File: src/rtl/if_stage.sv
// if_stage: instruction-fetch stage of the 16-bit pipelined core.
// Owns the PC, issues level req/ack fetches to instruction memory, loads the
// IF/ID register (instr_o / pcplus1_o), honours hazard stalls and decode
// redirects, and keeps a one-entry skid buffer so that an instruction that
// arrives during a stall is parked instead of being refetched.
module if_stage #(
  parameter int                       ADDRESS_WIDTH = 16,
  parameter int                       INSTR_WIDTH   = 16,
  parameter logic [ADDRESS_WIDTH-1:0] RESET_PC      = '0,
  parameter logic [INSTR_WIDTH-1:0]   NOP_INSTR     = 16'h0800
) (
  input  logic                     clk,
  input  logic                     rst,
  // hazard unit
  input  logic                     stall_i,
  // decode redirect interface
  input  logic                     ifbranch_i,
  input  logic [ADDRESS_WIDTH-1:0] branch_addr_i,
  input  logic                     isjump_i,
  input  logic [ADDRESS_WIDTH-1:0] address_jr_i,
  // instruction memory port
  output logic                     imem_req_o,
  output logic [ADDRESS_WIDTH-1:0] imem_addr_o,
  input  logic                     imem_ack_i,
  input  logic [INSTR_WIDTH-1:0]   imem_data_i,
  // IF/ID pipeline register
  output logic [INSTR_WIDTH-1:0]   instr_o,
  output logic [ADDRESS_WIDTH-1:0] pcplus1_o,
  // debug
  output logic [ADDRESS_WIDTH-1:0] pc_o
);

  // FETCH: request outstanding at PC. HOLD: a fetched instruction is parked
  // in the skid buffer while the pipeline is stalled; no request is issued.
  typedef enum logic {
    FETCH = 1'b0,
    HOLD  = 1'b1
  } state_t;

  state_t                   state;
  state_t                   state_next;

  logic [ADDRESS_WIDTH-1:0] pc;
  logic [ADDRESS_WIDTH-1:0] pc_next;
  logic [ADDRESS_WIDTH-1:0] pc_inc;

  logic [INSTR_WIDTH-1:0]   instr;
  logic [INSTR_WIDTH-1:0]   instr_next;
  logic [ADDRESS_WIDTH-1:0] pcplus1;
  logic [ADDRESS_WIDTH-1:0] pcplus1_next;

  logic [INSTR_WIDTH-1:0]   skid_instr;
  logic [INSTR_WIDTH-1:0]   skid_instr_next;
  logic [ADDRESS_WIDTH-1:0] skid_pc1;
  logic [ADDRESS_WIDTH-1:0] skid_pc1_next;

  logic                     redir;
  logic [ADDRESS_WIDTH-1:0] target;

  // Redirect decode: a stall suppresses the redirect entirely, decode will
  // present it again once the stall releases. Jump wins over branch.
  assign redir  = !stall_i && (isjump_i || ifbranch_i);
  assign target = isjump_i ? address_jr_i : branch_addr_i;

  // PC increment wraps naturally at 2^ADDRESS_WIDTH.
  assign pc_inc = pc + ADDRESS_WIDTH'(1);

  // Memory port: request depends on state only, never on same-cycle inputs.
  assign imem_req_o  = (state == FETCH) && !rst;
  assign imem_addr_o = pc;

  assign instr_o   = instr;
  assign pcplus1_o = pcplus1;
  assign pc_o      = pc;

  // State register, PC, IF/ID register and skid buffer.
  always_ff @(posedge clk) begin
    // NOTE: sequential state uses non-blocking assignments so every register
    // samples the pre-edge values regardless of statement order.
    if (rst) begin
      state      <= FETCH;
      pc         <= RESET_PC;
      instr      <= NOP_INSTR;
      pcplus1    <= '0;
      // NOTE: the skid buffer is always written before HOLD reads it, but it
      // is reset anyway so a reset mid-stall leaves no stale instruction.
      skid_instr <= NOP_INSTR;
      skid_pc1   <= '0;
    end else begin
      state      <= state_next;
      pc         <= pc_next;
      instr      <= instr_next;
      pcplus1    <= pcplus1_next;
      skid_instr <= skid_instr_next;
      skid_pc1   <= skid_pc1_next;
    end
  end

  // Next-state and datapath selection for both states, by priority.
  always_comb begin
    // NOTE: every signal gets a hold-value default first so no branch below
    // can leave one unassigned and infer a latch.
    state_next      = state;
    pc_next         = pc;
    instr_next      = instr;
    pcplus1_next    = pcplus1;
    skid_instr_next = skid_instr;
    skid_pc1_next   = skid_pc1;

    unique case (state)
      FETCH: begin
        if (redir) begin
          // No delay slot: whatever is in flight (even if acked) is dropped.
          pc_next    = target;
          instr_next = NOP_INSTR;
        end else if (imem_ack_i && stall_i) begin
          // Data arrived while IF/ID is frozen: park it, do not refetch.
          skid_instr_next = imem_data_i;
          skid_pc1_next   = pc_inc;
          pc_next         = pc_inc;
          state_next      = HOLD;
        end else if (imem_ack_i) begin
          instr_next   = imem_data_i;
          pcplus1_next = pc_inc;
          pc_next      = pc_inc;
        end else if (!stall_i) begin
          // Memory still busy: feed a bubble to decode, keep requesting.
          instr_next = NOP_INSTR;
        end
      end

      HOLD: begin
        if (stall_i) begin
          state_next = HOLD;
        end else if (redir) begin
          // The parked instruction is on the wrong path: discard it.
          pc_next    = target;
          instr_next = NOP_INSTR;
          state_next = FETCH;
        end else begin
          instr_next   = skid_instr;
          pcplus1_next = skid_pc1;
          state_next   = FETCH;
        end
      end

      default: begin
        state_next = FETCH;
      end
    endcase
  end

endmodule

File: config.mk
export PLATFORM = sky130hd
export DESIGN_NAME = if_stage
export DESIGN_NICKNAME = d
export VERILOG_FILES = /design/src/rtl/if_stage.sv
export SDC_FILE = /design/constraint.sdc
export NUM_CORES = 1
export LEC_CHECK = 0
export BUFFER_PORTS_ARGS = -buffer_cell sky130_fd_sc_hd__buf_2
export CAP_MARGIN = 10
export CORE_MARGIN = 5
export CORE_UTILIZATION = 51
export CTS_BUF_LIST = sky130_fd_sc_hd__clkbuf_16
export DETAILED_ROUTE_END_ITERATION = 7
export GPL_TIMING_DRIVEN = 0
export PLACE_DENSITY = 0.79
export SLEW_MARGIN = 25
export SYNTH_ARGS = -nofsm -noshare
export SYNTH_HDL_FRONTEND = slang
export SYNTH_SLANG_ARGS = --single-unit
File: constraint.sdc
create_clock -name clk -period 2.3 [get_ports clk]
set_clock_uncertainty 0.15 [all_clocks]
set_input_delay 0.23 -clock clk [delete_from_list [all_inputs] [get_ports clk]]
set_output_delay 0.23 -clock clk [all_outputs]
set_load 0.02 [all_outputs]
## Yosys cells after proc, flatten, opt, wreduce, memory -nomap -nowiden

Cells that the tools add are included.

- Logic and storage cells: 51
- Bits in registers: 81
- Input bits: 54
- Output and inout port bits: 65

- Muxes and demuxes: 23
- Eq/ne operators: 9
- Add/subtract/negate cells: 1
- Bitwise logic cells: 2
- Reductions and logical operators: 10

Operators by type and width:

| operator | number |
|---|---|
| $mux W16 | 16 |
| $pmux W16 S2 | 3 |
| $add A16 B1 Y16 const B | 1 |
| $ne A2 B2 Y1 const B | 5 |
| $reduce_and A3 Y1 | 3 |
| $reduce_and A5 Y1 | 1 |
| $ne A4 B3 Y1 const B | 1 |
| $ne A4 B4 Y1 const B | 1 |
| $logic_and A1 B1 Y1 | 3 |
| $mux W1 | 3 |
| $ne A3 B3 Y1 const B | 1 |
| $logic_not A1 Y1 | 2 |
| $ne A2 B1 Y1 const B | 1 |
| $not A1 Y1 | 2 |
| $pmux W1 S2 | 1 |
| $logic_or A1 B1 Y1 | 1 |

## Depth between registers and ports, before layout

- Depth in word-level cells: 5
- Mapped depth: 7
- Depth with buffers taken out: 6

## Least setup slack after synthesis

Ideal clock, no wire load.

- Path type: flip-flop to flip-flop
- Start point: register pc[0] (netlist: imem_addr_o[0])
- End point: register pcplus1[12] (netlist: pcplus1_o[12])
- Library setup time: 0.070 ns
- Buffers on the path: 0
- Data arrival time: 1.860 ns
- Slack: 0.219 ns
- Cell stages (with the launch flop): 7
- Cells stage by stage: dfxtp_1 > ha_1 > nand4_2 > or3_1 > xor2_1 > a21o_1 > a21oi_1

- Word-level cells in the longest chain between the ends: 5

RTL lines:

| what | line | source |
|---|---|---|
| from (decl) | 43 | `logic [ADDRESS_WIDTH-1:0] pc;` |
| from (signal assigned) | 91 | `pc <= pc_next;` |
| $add A16 B1 Y16 | 66 | `assign pc_inc = pc + ADDRESS_WIDTH'(1);` |
| $mux W16 | 122 | `end else if (imem_ack_i) begin` |
| $mux W16 | 116 | `end else if (imem_ack_i && stall_i) begin` |
| $mux W16 | 112 | `if (redir) begin` |
| $pmux W16 S2 | 110 | `unique case (state)` |
| to (signal assigned) | 93 | `pcplus1 <= pcplus1_next;` |
| to (decl) | 49 | `logic [ADDRESS_WIDTH-1:0] pcplus1;` |

No other way between the ends. The select of a mux whose other input is x is not followed.
A chain may end at the register's enable or synchronous reset.

## Final worst setup path

- Start point: register pc[1] (netlist: imem_addr_o[1])
- End point: register pcplus1[12] (netlist: pcplus1_o[12])

Same word-level chain as after synthesis.

==> reports/qor.csv <==
stage;metric;value;unit
place;post-dp-hpwl;8792;µm
drt;drc;0;
synthesis;ys_seq_area_frac;0.4137;
die;ios;119;
synthesis;synth_area_leaders;dfxtp_1 (41%), a21oi_1 (7.9%), nand2_1 (7.9%);
clock_tree;htreeDepth;3;
place;place.gp.congestion;0.9009;
clock_tree;cts_tree;done;
synthesis;synth.distinct_cells;48;
synthesis;synthFlopType;dfxtp_1;
pwr;p_per_area;719.7;nW/µm²
synthesis;yosys.area.top_type_share;0.4137;
die;core;7607;µm²
cells_and_area;final_nets;687;
timing;fin_setup_tns;0;ns
synthesis;syn-instance-count;495;
drt;num_vias;4167;
synthesis;synth_top_cell_by_area;dfxtp_1;
timing;drv_slew;0;
synthesis;syn-mean-instance-area;7.919;µm²
worst_setup_path;critPathKind;register to register;
global_routing;grtUsageTotal;0.2497;
pwr;p_leak;2.222;nW
synthesis;synth_edf_count;0;
drt;postRouteAntennaNets;0;
global_routing;antenna_found_initial;0;
outcome;status;complete, no violations;
drt;drtIter0Drc;314;
die;dieArea;9539;µm²
die;die_h;97.67;µm
clock_tree;cts.path.max_buffers;2;
global_routing;grt_pass1_wl;19500;µm
worst_setup_path;start_kind;register;
synthesis;ys_ff_latch;81;
timing;relSlewSlack;0.5697;
timing;fmax;456.5;MHz
pwr;ir_drop;0.0005348;V
synthesis;ys.warnings.count;0;
drt;wire_per_inst;16.34;µm
worst_setup_path;crit_arrival;2.24;ns
cells_and_area;post-route-util;0.6592;
place;portBuffers;118;
synthesis;synthesis.area;3920;µm²
timing;setup_slack;0.1095;ns
run;max_cap_violations;0;
cells_and_area;fillCellCount;665;
worst_hold_path;min_path_type;primary input to register;
timing;period_minus_slack;2.190;ns
drt;vias_per_cell;5.639;
synthesis;syn-num-nets;550;
clock_tree;root_buffer;clkbuf_16;
clock_tree;cts.sinks;81;
die;rows;32;
worst_setup_path;required;2.35;ns
global_routing;globalRoute.totalOverflow;0;
timing;post-route-period-util;0.9524;
cells_and_area;diodes;0;
global_routing;first_global_vias;3938;
timing;tightestPinTransition;0.6455;ns
die;die_w;97.67;µm
cells_and_area;area.growth.synth_to_final;27.93;%
drt;first_pass_iters;5;
cells_and_area;drive_above_1_share;0.2700;
place;preCtsSetupSlack;0.05065;ns
drt;totalWireLength;12070;µm
timing;rsz0062_at_grt;no;
global_routing;grt_max_degree;15;
clock_tree;clk_latency;0.34;ns
worst_setup_path;worst-path-max-fanout;6;
worst_setup_path;cp-end-kind;register;
timing;finalSetupViolations;0;
die;start_util;0.5153;
clock_tree;cts.clk_slew.worst_paths;0.06;ns
timing;hold_viol_final;0;
synthesis;async_flop_share;0;
clock_tree;cts_buffers;9;
[report_power, final]
part / internal, mW / leakage [nW] / switching [mW]
sequential: 1.48 / 0.663 / 0.0695
clock: 0.840 / 0.149 / 0.580
combinational: 0.246 / 1.41 / 0.395
total: 2.56 / 2.22 / 1.04
[cell type report]
| class | count | area, µm² | area share |
|---|---|---|---|
| Buffer | 54 | 281.5 | 0.05614 |
| Clock buffer | 9 | 225.2 | 0.04491 |
| Clock inverter | 7 | 68.82 | 0.01372 |
| Inverter | 8 | 30.03 | 0.005988 |
| Multi-Input combinational cell | 352 | 1988 | 0.3965 |
| Sequential cell | 81 | 1623 | 0.3236 |
| Tap cell | 102 | 127.6 | 0.02545 |
| Timing Repair Buffer | 126 | 670.6 | 0.1337 |
[flip-flops by register name, summed over array words and instances (netlist names)]
signal and cells:
instr_o 16, pcplus1_o 16, imem_addr_o 16, state 1
skid_instr 16, skid_pc1 16
[logic make-up after synthesis]
kind of cell / Yosys count / synth area share
AOI/OAI and AO/OA: 127 / 0.1944
muxes: 18 / 0.04660
buffers and inverters: 62 / 0.07916
xor gates and xnor gates: 15 / 0.03352
DFF: 81 / 0.4137
and+or+nand+nor: 191 / 0.2295
adders and majority gates: 1 / 0.003191
[cell usage after synthesis, types with 3 or more instances]
library cell  count
inv_1             7
a21oi_1          62
dfxtp_1          81
clkbuf_1         25
a211oi_1          8
buf_4            17
a221oi_1          8
nand3_1          14
nor3_1           25
nand4_1           4
mux2i_1          16
and3_1            3
a31oi_1           3
nor2b_1           8
nor4_1            4
xor2_1            8
nor2_1           35
o21bai_1          4
xnor2_1           7
buf_2            11
o211ai_1          8
o21ai_0          21
nand2b_1          3
nand2_1          82
[critical path, cell delays in order (launching register included)]
cell and delay (ns):
dfxtp_1 0.44, ha_1 0.33, nand4_2 0.18, or3_1 0.44
xor2_1 0.27, a21o_1 0.18, a21oi_1 0.06
[worst paths after layout]
path | from | endpoint | slack (ns) | cells after the start
setup reg to reg | imem_addr_o[1] | pcplus1_o[12] | 0.11 | 6
setup / recovery | imem_addr_o[1] | pcplus1_o[12] | 0.11 | 6
hold / removal | imem_data_i[7] | skid_instr[7] | 0.002 | 3
hold reg to reg | pcplus1_o[14] | pcplus1_o[14] | 0.30 | 2
[stage by stage]
step | cell area (µm²) | total power, mW | hold WS [ns] | std cells
after floorplan | 3920 | 1.972 | 0.2160 | 495
after global placement | 4638 | 2.184 | 0.2911 | 715
after detailed placement | 4638 | 2.199 | 0.2966 | 715
after CTS | 5012 | 3.607 | 0.0001923 | 739
after global routing | 5015 | 3.741 | 0.01110 | 739
final | 5015 | 3.609 | 0.002264 | 739
[metal layers]
layer | track usage | vias to the layer above | part of all wire
met2 | 0.4180 | 202 | 0.47
met5 | 0 | - | 0
met4 | 0.07455 | 0 | 0.019
met3 | 0.07035 | 25 | 0.092
li1 | - | 1992 | -
met1 | 0.3120 | 1948 | 0.42
[cells in the final DEF, fill, tap and decap left out, types with 9 or more instances in the layout]
master | netlist | routed
nor2_1 | 35 | 35
dfxtp_1 | 81 | 80
buf_4 | 17 | 17
clkbuf_1 | 25 | 24
o21ai_0 | 21 | 21
a21oi_1 | 62 | 62
mux2i_1 | 16 | 16
nor3_1 | 25 | 25
nand2_1 | 82 | 82
nand3_1 | 14 | 14
buf_2 | 11 | 129
clkbuf_16 | 0 | 9
[timing repair]
| item | in CTS | in global routing |
|---|---|---|
| buffers inserted | 0 | 0 |
| gates resized for setup | 0 | 3 |
| setup endpoints to repair | 0 | 4 |
| hold endpoints to repair | 8 | 0 |
| hold buffers | 8 | 0 |
No activity file was read; power rests on OpenSTA's default activity.
